[src/rtl/coin_acceptor.sv]
// -----------------------------------------------------------------------------
// coin_acceptor
//
// Front end for the vending FSM's coin input. The two raw coin-sensor levels
// are synchronised, debounced and validated. Each accepted coin is queued and
// then presented as a single-cycle coin code followed by idle cycles.
//
// Parameters
//   DEBOUNCE_CYCLES : consecutive mismatching synchronised cycles needed before
//                     a debounced level changes (2..15)
//   FIFO_DEPTH      : number of accepted coins that can wait (power of 2, 2..8)
//   GAP_CYCLES      : idle cycles forced on coin after every emitted coin (1..3)
//
// Ports
//   clk      : system clock
//   rst      : synchronous active-high reset
//   raw_5    : asynchronous, bouncy level from the 5-coin sensor
//   raw_10   : asynchronous, bouncy level from the 10-coin sensor
//   coin     : registered coin code (00 idle, 01 five, 10 ten; 11 never driven)
//   reject   : one-cycle pulse when a coin event is discarded as invalid
//   overflow : one-cycle pulse when a valid coin is dropped on a full queue
//   pending  : number of coins currently queued
// -----------------------------------------------------------------------------
module coin_acceptor #(
  parameter int DEBOUNCE_CYCLES = 4,
  parameter int FIFO_DEPTH      = 4,
  parameter int GAP_CYCLES      = 1
) (
  input  logic       clk,
  input  logic       rst,
  input  logic       raw_5,
  input  logic       raw_10,
  output logic [1:0] coin,
  output logic       reject,
  output logic       overflow,
  output logic [3:0] pending
);

  localparam int         PW       = $clog2(FIFO_DEPTH);
  localparam logic [3:0] DB_LAST  = 4'(DEBOUNCE_CYCLES - 1);
  localparam logic [1:0] GAP_LAST = 2'(GAP_CYCLES - 1);
  localparam logic [3:0] DEPTH    = 4'(FIFO_DEPTH);

  typedef enum logic [1:0] {
    ST_IDLE = 2'b00,
    ST_EMIT = 2'b01,
    ST_GAP  = 2'b10
  } state_t;

  // Coin code for a queued entry: entry bit 1 means a ten, 0 means a five.
  function automatic logic [1:0] coin_code(input logic is_ten);
    return is_ten ? 2'b10 : 2'b01;
  endfunction

  // Channel vectors use bit 0 for the five sensor and bit 1 for the ten sensor.
  logic [1:0]            sync1_r;
  logic [1:0]            sync2_r;
  logic [3:0]            cnt_r [2];
  logic [1:0]            deb_r;
  logic [1:0]            deb_d_r;

  logic [1:0]            rise_s;
  logic                  reject_s;
  logic                  valid_s;
  logic                  pop_s;
  logic                  full_s;
  logic                  accept_s;
  logic                  overflow_s;

  logic [FIFO_DEPTH-1:0] mem_r;
  logic [PW-1:0]         wptr_r;
  logic [PW-1:0]         rptr_r;
  logic [3:0]            count_r;

  state_t                state_r;
  state_t                state_s;
  logic [1:0]            gap_r;
  logic                  emit_ten_r;
  logic [1:0]            coin_r;
  logic                  reject_r;
  logic                  overflow_r;

  // Two-flop synchroniser for both raw sensor levels.
  always_ff @(posedge clk) begin
    if (rst) begin
      sync1_r <= 2'b00;
      sync2_r <= 2'b00;
    end else begin
      sync1_r <= {raw_10, raw_5};
      sync2_r <= sync1_r;
    end
  end

  // Debounce: the level flips only after DEBOUNCE_CYCLES consecutive mismatches;
  // deb_d_r keeps last cycle's level for edge detection.
  always_ff @(posedge clk) begin
    if (rst) begin
      cnt_r[0] <= 4'd0;
      cnt_r[1] <= 4'd0;
      deb_r    <= 2'b00;
      deb_d_r  <= 2'b00;
    end else begin
      deb_d_r <= deb_r;
      for (int i = 0; i < 2; i++) begin
        if (sync2_r[i] == deb_r[i]) begin
          cnt_r[i] <= 4'd0;
        end else if (cnt_r[i] == DB_LAST) begin
          deb_r[i] <= ~deb_r[i];
          cnt_r[i] <= 4'd0;
        end else begin
          cnt_r[i] <= cnt_r[i] + 4'd1;
        end
      end
    end
  end

  // Coin events are debounced rising edges; an event is invalid when both
  // channels rise together or the other channel is already high.
  always_comb begin
    rise_s   = deb_r & ~deb_d_r;
    reject_s = 1'b0;
    valid_s  = 1'b0;
    if (rise_s == 2'b11) begin
      reject_s = 1'b1;
    end else if ((rise_s[0] && deb_r[1]) || (rise_s[1] && deb_r[0])) begin
      reject_s = 1'b1;
    end else if (rise_s != 2'b00) begin
      valid_s = 1'b1;
    end else begin
      valid_s = 1'b0;
    end
  end

  // Output FSM next state; the IDLE->EMIT transition is also the FIFO pop.
  always_comb begin
    state_s = state_r;
    pop_s   = 1'b0;
    case (state_r)
      ST_IDLE: begin
        if (count_r != 4'd0) begin
          pop_s   = 1'b1;
          state_s = ST_EMIT;
        end else begin
          state_s = ST_IDLE;
        end
      end
      ST_EMIT: begin
        state_s = ST_GAP;
      end
      ST_GAP: begin
        if (gap_r == GAP_LAST) begin
          state_s = ST_IDLE;
        end else begin
          state_s = ST_GAP;
        end
      end
      default: begin
        state_s = ST_IDLE;
      end
    endcase
  end

  // The queue counts as full only if no entry leaves on the same edge, so a
  // push and pop together on a full queue is accepted.
  always_comb begin
    full_s     = (count_r == DEPTH) && !pop_s;
    accept_s   = valid_s && !full_s;
    overflow_s = valid_s && full_s;
  end

  // Coin queue: one bit per entry, pointers wrap naturally at the power-of-2 depth.
  always_ff @(posedge clk) begin
    if (rst) begin
      mem_r   <= '0;
      wptr_r  <= '0;
      rptr_r  <= '0;
      count_r <= 4'd0;
    end else begin
      if (accept_s) begin
        mem_r[wptr_r] <= rise_s[1];
        wptr_r        <= wptr_r + PW'(1);
      end
      if (pop_s) begin
        rptr_r <= rptr_r + PW'(1);
      end
      case ({accept_s, pop_s})
        2'b10:   count_r <= count_r + 4'd1;
        2'b01:   count_r <= count_r - 4'd1;
        default: count_r <= count_r;
      endcase
    end
  end

  // FSM state, gap timer, popped entry and the registered output pulses.
  always_ff @(posedge clk) begin
    if (rst) begin
      state_r    <= ST_IDLE;
      gap_r      <= 2'd0;
      emit_ten_r <= 1'b0;
      coin_r     <= 2'b00;
      reject_r   <= 1'b0;
      overflow_r <= 1'b0;
    end else begin
      state_r <= state_s;
      if (pop_s) begin
        emit_ten_r <= mem_r[rptr_r];
      end
      if (state_r == ST_EMIT) begin
        gap_r <= 2'd0;
      end else if (state_r == ST_GAP) begin
        gap_r <= gap_r + 2'd1;
      end
      coin_r     <= (state_r == ST_EMIT) ? coin_code(emit_ten_r) : 2'b00;
      reject_r   <= reject_s;
      overflow_r <= overflow_s;
    end
  end

  assign coin     = coin_r;
  assign reject   = reject_r;
  assign overflow = overflow_r;
  assign pending  = count_r;

endmodule

[config.mk]
export PLATFORM = sky130hd
export DESIGN_NAME = coin_acceptor
export DESIGN_NICKNAME = d
export VERILOG_FILES = /design/src/rtl/coin_acceptor.sv
export SDC_FILE = /design/constraint.sdc
export NUM_CORES = 1
export LEC_CHECK = 0
export CAP_MARGIN = 30
export CORE_MARGIN = 2
export CORE_UTILIZATION = 60
export DETAILED_ROUTE_END_ITERATION = 10
export PLACE_DENSITY = 0.88
export SETUP_SLACK_MARGIN = 0.15
export SYNTH_ARGS = -nofsm -noshare
export SYNTH_HDL_FRONTEND = slang
export SYNTH_SLANG_ARGS = --single-unit
[constraint.sdc]
create_clock -name clk -period 3.7 [get_ports clk]
set_input_delay 0.37 -clock clk [delete_from_list [all_inputs] [get_ports clk]]
set_output_delay 0.37 -clock clk [all_outputs]
set_load 0.02 [all_outputs]
# After elaboration in Yosys (flattened, before gate mapping)
# Memory sizes are Yosys's and may differ from the RTL's.
# Index checks and enable logic that the tools add are counted.
[op_classes]
n_addsub = 7
n_lt_le_gt_ge = 3
eq_ne = 10
mux = 47
bitwise = 13
reduce_logical = 18
[ops]
columns = ["cell", "n"]
rows = [
  ["1-bit 2-to-1 mux", 34],
  ["4-bit 2-to-1 mux", 6],
  ["4-bit by 1-bit adder with 4-bit output, second input constant", 3],
  ["4-bit by 2-bit == test with 1-bit output, second input constant", 2],
  ["4-bit one-hot mux with 2 select lines", 1],
  ["2-bit by 1-bit adder with 2-bit output, second input constant", 3],
  ["2-bit == test, second input constant", 3],
  ["1-bit logical AND", 6],
  ["2-bit by 3-bit < comparator with 1-bit output, second input constant", 2],
  ["1-bit bitwise OR", 6],
  ["2-bit one-hot mux with 3 select lines", 1],
  ["1-bit NOT", 5],
  ["4-bit bitwise mux", 1],
  ["2-bit by 1-bit == test with 1-bit output, second input constant", 2],
  ["4-bit by 3-bit == test with 1-bit output, second input constant", 1],
  ["2-bit zero test", 2],
  ["2-bit 2-to-1 mux", 2],
  ["2-bit AND reduction", 2],
  ["2-bit nonzero test", 2],
  ["4-bit nonzero test", 1],
  ["2-bit OR reduction", 2],
  ["4-bit by 1-bit subtractor with 4-bit output, second input constant", 1],
  ["2-bit bitwise AND", 1],
  ["1-bit binary-select mux with 2-bit select", 1],
  ["6 further kinds", 8],
]
[totals]
regBits = 29
mem_bits_rw = 8
output_inout_bits = 8
mem_count = 1
[memory_table]
columns = ["memory", "words", "width", "read_ports", "rd_clocked_by_memory_dff", "write_ports", "line_no", "source"]
rows = [
  ["cnt_r", 2, 4, 2, 0, 2, "58", "logic [3:0] cnt_r [2];"],
]

# Logic depth before layout (Yosys ltp)
# Gate-level depths: netlist of run 1.
[depth]
depth_word = 9
mapped_depth = 9
ltp_nobuf = 9

# Worst setup path after synthesis of run 1
# OpenSTA, ideal clock, no wires.
[synth_timing]
path_kind = "register to register"
start = "register count_r[0] (netlist: pending[0])"
end = "register count_r[3] (netlist: pending[3])"
setup_time_ps = 123
arrival_time_ps = 2090
slack_ps = 1487
path_stages_with_launch = 9
path_buffers = 0
synth_period_minus_slack_ps = 2213
cell_sequence = "dfxtp_1 -> or3_4 -> o21ai_4 -> nor2_1 -> ha_1 -> a21oi_1 -> nand2_1 -> a31oi_1 -> mux2_1"
[synth_via]
elab_chain_len = 9
[synth_lines]
columns = ["element", "line_no", "source"]
rows = [
  ["start: declaration", "73", "logic [3:0] count_r;"],
  ["start signal: assignment", "187", "2'b10: count_r <= count_r + 4'd1;"],
  ["start signal: assignment", "188", "2'b01: count_r <= count_r - 4'd1;"],
  ["start signal: assignment", "189", "default: count_r <= count_r;"],
  ["4-bit nonzero test", "140", "if (count_r != 4'd0) begin"],
  ["1-bit 2-to-1 mux", "140", ""],
  ["1-bit 2-to-1 mux", "138", "case (state_r)"],
  ["1-bit zero test", "166", "full_s = (count_r == DEPTH) && !pop_s;"],
  ["1-bit logical AND", "166", ""],
  ["1-bit zero test", "167", "accept_s = valid_s && !full_s;"],
  ["1-bit logical AND", "167", ""],
  ["2-bit by 1-bit == test with 1-bit output / 2-bit == test (equally long branches)", "186", "case ({accept_s, pop_s})"],
  ["4-bit one-hot mux with 2 select lines / 2-bit nonzero test (equally long branches)", "n/a", ""],
]
# Several ways; a longest one is shown, not always the timed one.
# A chain may end at the register's enable or synchronous reset.

# Worst setup path in the final report of run 1
# Ends and elaborated chain as after synthesis.

==> results.sh, run 1 <==
export IMPL_status="finished clean"
export IMPL_synth_compound_area_share_pct=5.91
export IMPL_clk_pin_slew_ns=0.10
export IMPL_cts_setup_buffers=0
export IMPL_layout_drive_gt1_share_pct=7.57
export IMPL_power_switching_uw=354
export IMPL_regArea_um2=821
export IMPL_core_mm2=0.00271
export IMPL_critical_path_class="flip-flop to flip-flop"
export IMPL_hold_class="flip-flop to flip-flop"
export IMPL_rsz0062_at_grt="false"
export IMPL_synthArstFlopShare_pct=0
export IMPL_clockBufferDepth=2
export IMPL_antenna_cells=0
export IMPL_total_power_mw=1.08
export IMPL_power_share_clock_pct=19.9
export IMPL_finalMaxSlewViolations=0
export IMPL_die_w_um=56.8
export IMPL_cts_tree="built"
export IMPL_post_synth_top_count_cell="nor2_1"
export IMPL_cts_resized=0
export IMPL_drtIter0Drc=28
export IMPL_io_pins=12
export IMPL_area_growth_pct=13.8
export IMPL_power_density_mw_per_mm2=567
export IMPL_whs_path_depth=1
export IMPL_finClkSkew_ns=0.00794
export IMPL_first_pass_iters=2
export IMPL_path_buf_inv=0
export IMPL_syn_area_per_cell_um2=10.4
export IMPL_worstPathMaxFanout=6
export IMPL_hold_buffers=0
export IMPL_multi_input_area_um2=833
export IMPL_drc=0
export IMPL_wire_per_inst_um=11.9
export IMPL_synth_edff_count=8
export IMPL_grt_pass1_vias=1082
export IMPL_grt_max_degree=20
export IMPL_sequentialPowerShare_pct=46.0
export IMPL_cts_htree_levels=2
export IMPL_cp_num_cells=8
export IMPL_antenna_left=0
export IMPL_yosys_area_share_simple_pct=19.6
export IMPL_clk_latency_ns=0.33
export IMPL_ys_seq_area_share_pct=49.1
export IMPL_dieHeight_um=56.8
export IMPL_synth_common_cells="30 x nor2_1, 29 x dfxtp_1"
export IMPL_intPower_uw=725
export IMPL_grt_overflow=0
export IMPL_synth_xor_area_share_pct=6.28
export IMPL_cts_sinks=37
export IMPL_worst_r2r_path_depth=8
export IMPL_regToRegStartpoint="pending[0]"
export IMPL_r2r_slack_ns=1.32
export IMPL_synthMuxAreaShare_pct=8.30
export IMPL_finalHoldViolCount=0
export IMPL_critPathMaxStageDelay_ns=0.44
export IMPL_fin_nets=198
export IMPL_grt_usage_pct=18.5
export IMPL_crit_path_start="pending[0]"
export IMPL_timing_fmax_ghz=0.421
export IMPL_cts_buffers=5
export IMPL_start_util_pct=61.7
export IMPL_vdd_ir_drop_max_mv=0.497
export IMPL_p_leak_nw=0.766
export IMPL_synth_top_family_by_area="simple AND/OR/NAND/NOR gates"
export IMPL_drt_total_wl_mm=2.58
export IMPL_clock_root_buffer="clkbuf_4"
export IMPL_post_route_min_period_ns=2.38
export IMPL_required_ns=3.93
export IMPL_fin_crit_sh_pct=64.2
export IMPL_switching_share_pct=32.8
export IMPL_critical_path_slowest_cell="or3_4"
export IMPL_cp_top_family="simple AND/OR/NAND/NOR gates"
export IMPL_yosysTopAreaCellShare_pct=34.7
export IMPL_synthFlopType="dfxtp_1"
export IMPL_synth_seq_cells=37
export IMPL_place_congestion=0.717
export IMPL_startpoint_type="flip-flop"
export IMPL_hp_start="sync1_r[0]"
export IMPL_synth_distinct_cells=32
export IMPL_netlist_instances=161
export IMPL_fill_cells=210
export IMPL_setup_violations=0
export IMPL_worstPathCellList="or3_4, o21ai_4, nor2_1, ha_1, a21oi_1, nand2_1, a31oi_1, mux2_1"
export IMPL_dp_hpwl_mm=2.02
export IMPL_portBuffers=11
export IMPL_fin_tns_setup_ns=0
export IMPL_synth_area_mm2=0.00167
export IMPL_netlist_top_cell_by_area="dfxtp_1"
export IMPL_grt_pass1_wl_mm=4.51
export IMPL_arrival_ns=2.60
export IMPL_antenna_found_initial=0
export IMPL_critPathCaptureType="flip-flop"
export IMPL_dieArea_mm2=0.00323
export IMPL_yosys_warnings=0
export IMPL_vias=1123
export IMPL_yosys_top_cells_area="dfxtp_1 35%, edfxtp_1 14%, ha_1 6.7%"
export IMPL_cap_violations=0
export IMPL_vias_per_cell=5.20
export IMPL_pwr_share_comb_pct=34.1
export IMPL_synth_fa_ha_area_share_pct=7.93
export IMPL_fp_row_count=19
cell families after synthesis:
group / after synthesis
and+or+nand+nor: 66
AOI/OAI and AO/OA: 11
other: 1
muxes: 12
DFF: 37
xor gates and xnor gates: 12
adders and majority gates: 10
buffers and inverters: 12
routing by layer:
| layer | global-route usage [%] | wire length, µm |
|---|---|---|
| met4 | 8.64 | 50 |
| met3 | 7.14 | 95 |
| met2 | 31.4 | 1350 |
| met5 | 0 | 0 |
| met1 | 20.4 | 1080 |
registers in the layout (all words and copies together), names as in the netlist:
| name | flops |
|---|---|
| mem_r | 4 |
| sync1_r | 2 |
| sync2_r | 2 |
| gap_r | 2 |
| coin | 2 |
| emit_ten_r | 1 |
| state_r | 2 |
| wptr_r | 2 |
| deb_r | 2 |
| cnt_r | 8 |
| pending | 4 |
| overflow | 1 |
| deb_d_r | 2 |
| reject | 1 |
| rptr_r | 2 |
worst paths after layout:
check,endpoint
worst max-delay path,pending[3]
worst min-delay path,sync2_r[0]
worst max register to register,pending[3]
worst min register to register,sync2_r[0]
cell type report:
cell class                      count  share of cell area [%]
Tap cell                           31                    2.04
Inverter                            9                    1.78
Multi-Input combinational cell    119                    43.8
Timing Repair Buffer               12                    6.18
Sequential cell                    37                    43.1
Clock buffer                        8                    3.09
power groups by stage:
stage                     sequential (mW)  clock (mW)  combinational (mW)
after floorplan                     0.516           0               0.268
after global placement              0.502           0               0.345
after detailed placement            0.505           0               0.367
after CTS                           0.497       0.221               0.370
after global routing                0.503       0.239               0.400
final                               0.496       0.214               0.368
cells in the final DEF (no fill, tap or decap):
cell type        instances
nor2_1                  30
dfxtp_1                 29
clkdlybuf4s50_1         11
inv_1                    9
xnor2_1                  9
nor2b_1                  9
nand2_1                  9
mux2i_1                  9
ha_1                     9
edfxtp_1                 8
conb_1                   8
clkbuf_4                 5
nor3_1                   4
a21oi_1                  4
nor3b_1                  3
nand3_1                  3
xor2_1                   3
nor3b_2                  2
or3_1                    2
o21a_1                   2
nand2b_1                 2
clkbuf_1                 2
or3_4                    1
o21ai_4                  1
or2_1                    1
a2bb2oi_4                1
a31oi_1                  1
mux2_1                   1
a22oi_1                  1
mux4_2                   1
mux2_4                   1
o31ai_1                  1
fa_1                     1
clkbuf_8                 1
buf_4                    1
per-stage QoR:
| stage | utilization (%) | cells | cell area [µm²] | worst slack, ns | hold WS, ns |
|---|---|---|---|---|---|
| 6_report | 70.2 | 216 | 1900 | 1.32 | 0.458 |
| 5_1_grt | 70.2 | 216 | 1900 | 1.21 | 0.474 |
| 4_1_cts | 70.2 | 216 | 1900 | 1.32 | 0.462 |
| 3_5_place_dp | 68.1 | 208 | 1840 | 1.38 | 0.437 |
| 3_3_place_gp | 68.1 | 208 | 1840 | 1.52 | 0.419 |
| 2_1_floorplan | - | 168 | 1700 | 1.49 | 0.414 |
Power figures use the tool's default switching activity.
==> run 2: changes to the inputs <==
--- a/config.mk
+++ b/config.mk
@@ -7,9 +7,9 @@
 export LEC_CHECK = 0
 export CAP_MARGIN = 30
 export CORE_MARGIN = 2
-export CORE_UTILIZATION = 60
+export CORE_UTILIZATION = 51
 export DETAILED_ROUTE_END_ITERATION = 10
-export PLACE_DENSITY = 0.88
+export PLACE_DENSITY = 0.81
 export SETUP_SLACK_MARGIN = 0.15
 export SYNTH_ARGS = -nofsm -noshare
 export SYNTH_HDL_FRONTEND = slang
==> constraint.sdc (replaced) <==
create_clock -name clk -period 1.95 [get_ports clk]
set_input_delay 0.195 -clock clk [delete_from_list [all_inputs] [get_ports clk]]
set_output_delay 0.195 -clock clk [all_outputs]
set_load 0.02 [all_outputs]
==> run 2 against run 1 <==
Compared with the run above: the flow now finishes with violations (negative setup slack); combinational power grew to 3.2 times the previous value; critical path depth rose by 1; sequential cell count unchanged; via count increased by 6.9%; core utilization down 1.5 points; die area increased by 16%; routed wire length increased by 21%; worst setup slack lost 1.4 ns; worst hold slack worse by 0.058 ns; first-iteration DRC count rose by 25%; largest cell class unchanged.
==> results.sh, run 2 (synthesis gave the netlist of run 1 again) <==
export IMPL_status="complete, but fails checks"
export IMPL_violations="negative setup slack"
export IMPL_portBuffers=11
export IMPL_dp_hpwl_mm=2.28
export IMPL_place_congestion=0.815
export IMPL_regToRegStartpoint="pending[0]"
export IMPL_dieArea_mm2=0.00375
export IMPL_fin_tns_setup_ns=-0.0986
export IMPL_core_mm2=0.00308
export IMPL_largest_reg_flops=8
export IMPL_antenna_found_initial=0
export IMPL_fin_crit_sh_pct=104
export IMPL_grt_pass1_vias=1256
export IMPL_critPathCaptureType="flip-flop"
export IMPL_vias_per_cell=4.90
export IMPL_timing_fmax_ghz=0.493
export IMPL_crit_path_start="pending[0]"
export IMPL_startpoint_type="flip-flop"
export IMPL_intPower_mw=1.65
export IMPL_fp_row_count=20
export IMPL_cts_buffers=5
export IMPL_worstPathMaxFanout=3
export IMPL_vdd_ir_drop_max_mv=0.498
export IMPL_final_cell_mix="29 x nor2_1, 26 x dfxtp_1, 16 x buf_4"
export IMPL_drc=0
export IMPL_worst_slack_ns=-0.0779
export IMPL_hold_buffers=0
export IMPL_arrival_ns=2.26
export IMPL_switching_share_pct=33.3
export IMPL_antenna_cells=0
export IMPL_drt_total_wl_mm=3.13
export IMPL_sequentialPowerShare_pct=36.8
export IMPL_power_share_clock_pct=16.6
export IMPL_cts_htree_levels=2
export IMPL_wire_per_inst_um=12.8
export IMPL_hp_start="raw_5"
export IMPL_cts_tree="built"
export IMPL_grt_overflow=0
export IMPL_rsz0062_at_grt="true"
export IMPL_cts_sinks=37
export IMPL_critical_path_class="flip-flop to flip-flop"
export IMPL_layout_drive_gt1_share_pct=22.4
export IMPL_clk_pin_slew_ns=0.10
export IMPL_p_leak_nw=0.862
export IMPL_finClkSkew_ns=0.00454
export IMPL_antenna_left=0
export IMPL_dieHeight_um=61.3
export IMPL_power_switching_uw=824
export IMPL_setup_violations=2
export IMPL_top_register="cnt_r"
export IMPL_layout_commonest_cell="nor2_1"
export IMPL_drtIter0Drc=35
export IMPL_die_w_um=61.3
export IMPL_first_pass_iters=4
export IMPL_clock_root_buffer="clkbuf_4"
export IMPL_grt_pass1_wl_mm=5.38
export IMPL_finalHoldViolCount=0
export IMPL_pre_cts_ws_ns=-0.147
export IMPL_grt_usage_pct=19.8
export IMPL_cap_violations=0
export IMPL_finalMaxSlewViolations=0
export IMPL_fin_nets=215
export IMPL_io_pins=12
export IMPL_clk_latency_ns=0.34
export IMPL_grt_max_degree=15
export IMPL_post_route_min_period_ns=2.03
export IMPL_final_util_pct=68.7
export IMPL_required_ns=2.18
export IMPL_clockBufferDepth=2
export IMPL_area_growth_pct=26.5
export IMPL_hold_class="input port to flip-flop"
export IMPL_power_density_mw_per_mm2=1170
export IMPL_pwr_share_comb_pct=46.7
export IMPL_vias=1200
export IMPL_start_util_pct=54.3
run 2: changes by cell type in the layout (fill, tap and decap cells not counted), moves of 2 or more:
cell and change:
buf_4 +15, dfxtp_1 -3, dfxtp_2 +3, buf_6 +2, ha_1 -2, ha_4 +2
run 2: stage by stage:
stage	hold WS, ns	instance area (µm²)	total power, mW	cells
2_1_floorplan	0.278	1700	1.49	168
3_3_place_gp	0.421	1960	1.73	234
3_5_place_dp	0.426	1960	1.79	234
4_1_cts	0.385	2080	2.39	244
5_1_grt	0.396	2120	2.62	245
6_report	0.400	2120	2.48	245
run 2: critical path, stage by stage (launching register included):
cell	delay, ns
dfxtp_2	0.33
or3_4	0.40
o21ai_4	0.17
nor2_4	0.08
ha_4	0.23
a21oi_2	0.13
nand2_2	0.07
nor3_1	0.13
a31oi_1	0.07
mux2_1	0.32
run 2: timing repair:
item	CTS	global route
pin swaps	11	9
endpoints found under the setup margin	2	4
buffers inserted	3	1
resized for setup	8	7
run 2: layout make-up:
| type | instances | area [µm²] |
|---|---|---|
| well taps | 44 | 55.1 |
| multi-input cells | 119 | 895 |
| clock buffers | 7 | 55.1 |
| inverters | 9 | 33.8 |
| fillers | 232 | 962 |
| flip-flops and latches | 37 | 825 |
| repair buffers | 29 | 253 |
run 2: worst paths after layout:
kind | slack, ns | endpoint | cells past startpoint
max | -0.08 | pending[3] | 9
min | 0.40 | sync1_r[0] | 2
max reg2reg | -0.08 | pending[3] | 9
min reg2reg | 0.45 | sync2_r[0] | 1
run 2: power groups by stage:
| stage | Clock, mW | Sequential (mW) | Combinational, mW |
|---|---|---|---|
| 3_3_place_gp | 0 | 0.923 | 0.805 |
| 6_report | 0.410 | 0.910 | 1.16 |
| 2_1_floorplan | 0 | 0.982 | 0.509 |
| 4_1_cts | 0.418 | 0.911 | 1.06 |
| 3_5_place_dp | 0 | 0.928 | 0.862 |
| 5_1_grt | 0.455 | 0.920 | 1.25 |
run 2: routing by layer:
layer | vias up | global-route usage (%) | wire (µm)
li1 | 601 | - | -
met1 | 567 | 22.4 | 1320
met2 | 23 | 35.3 | 1620
met3 | 9 | 5.88 | 111
met4 | 0 | 7.14 | 82
met5 | - | 0 | 0
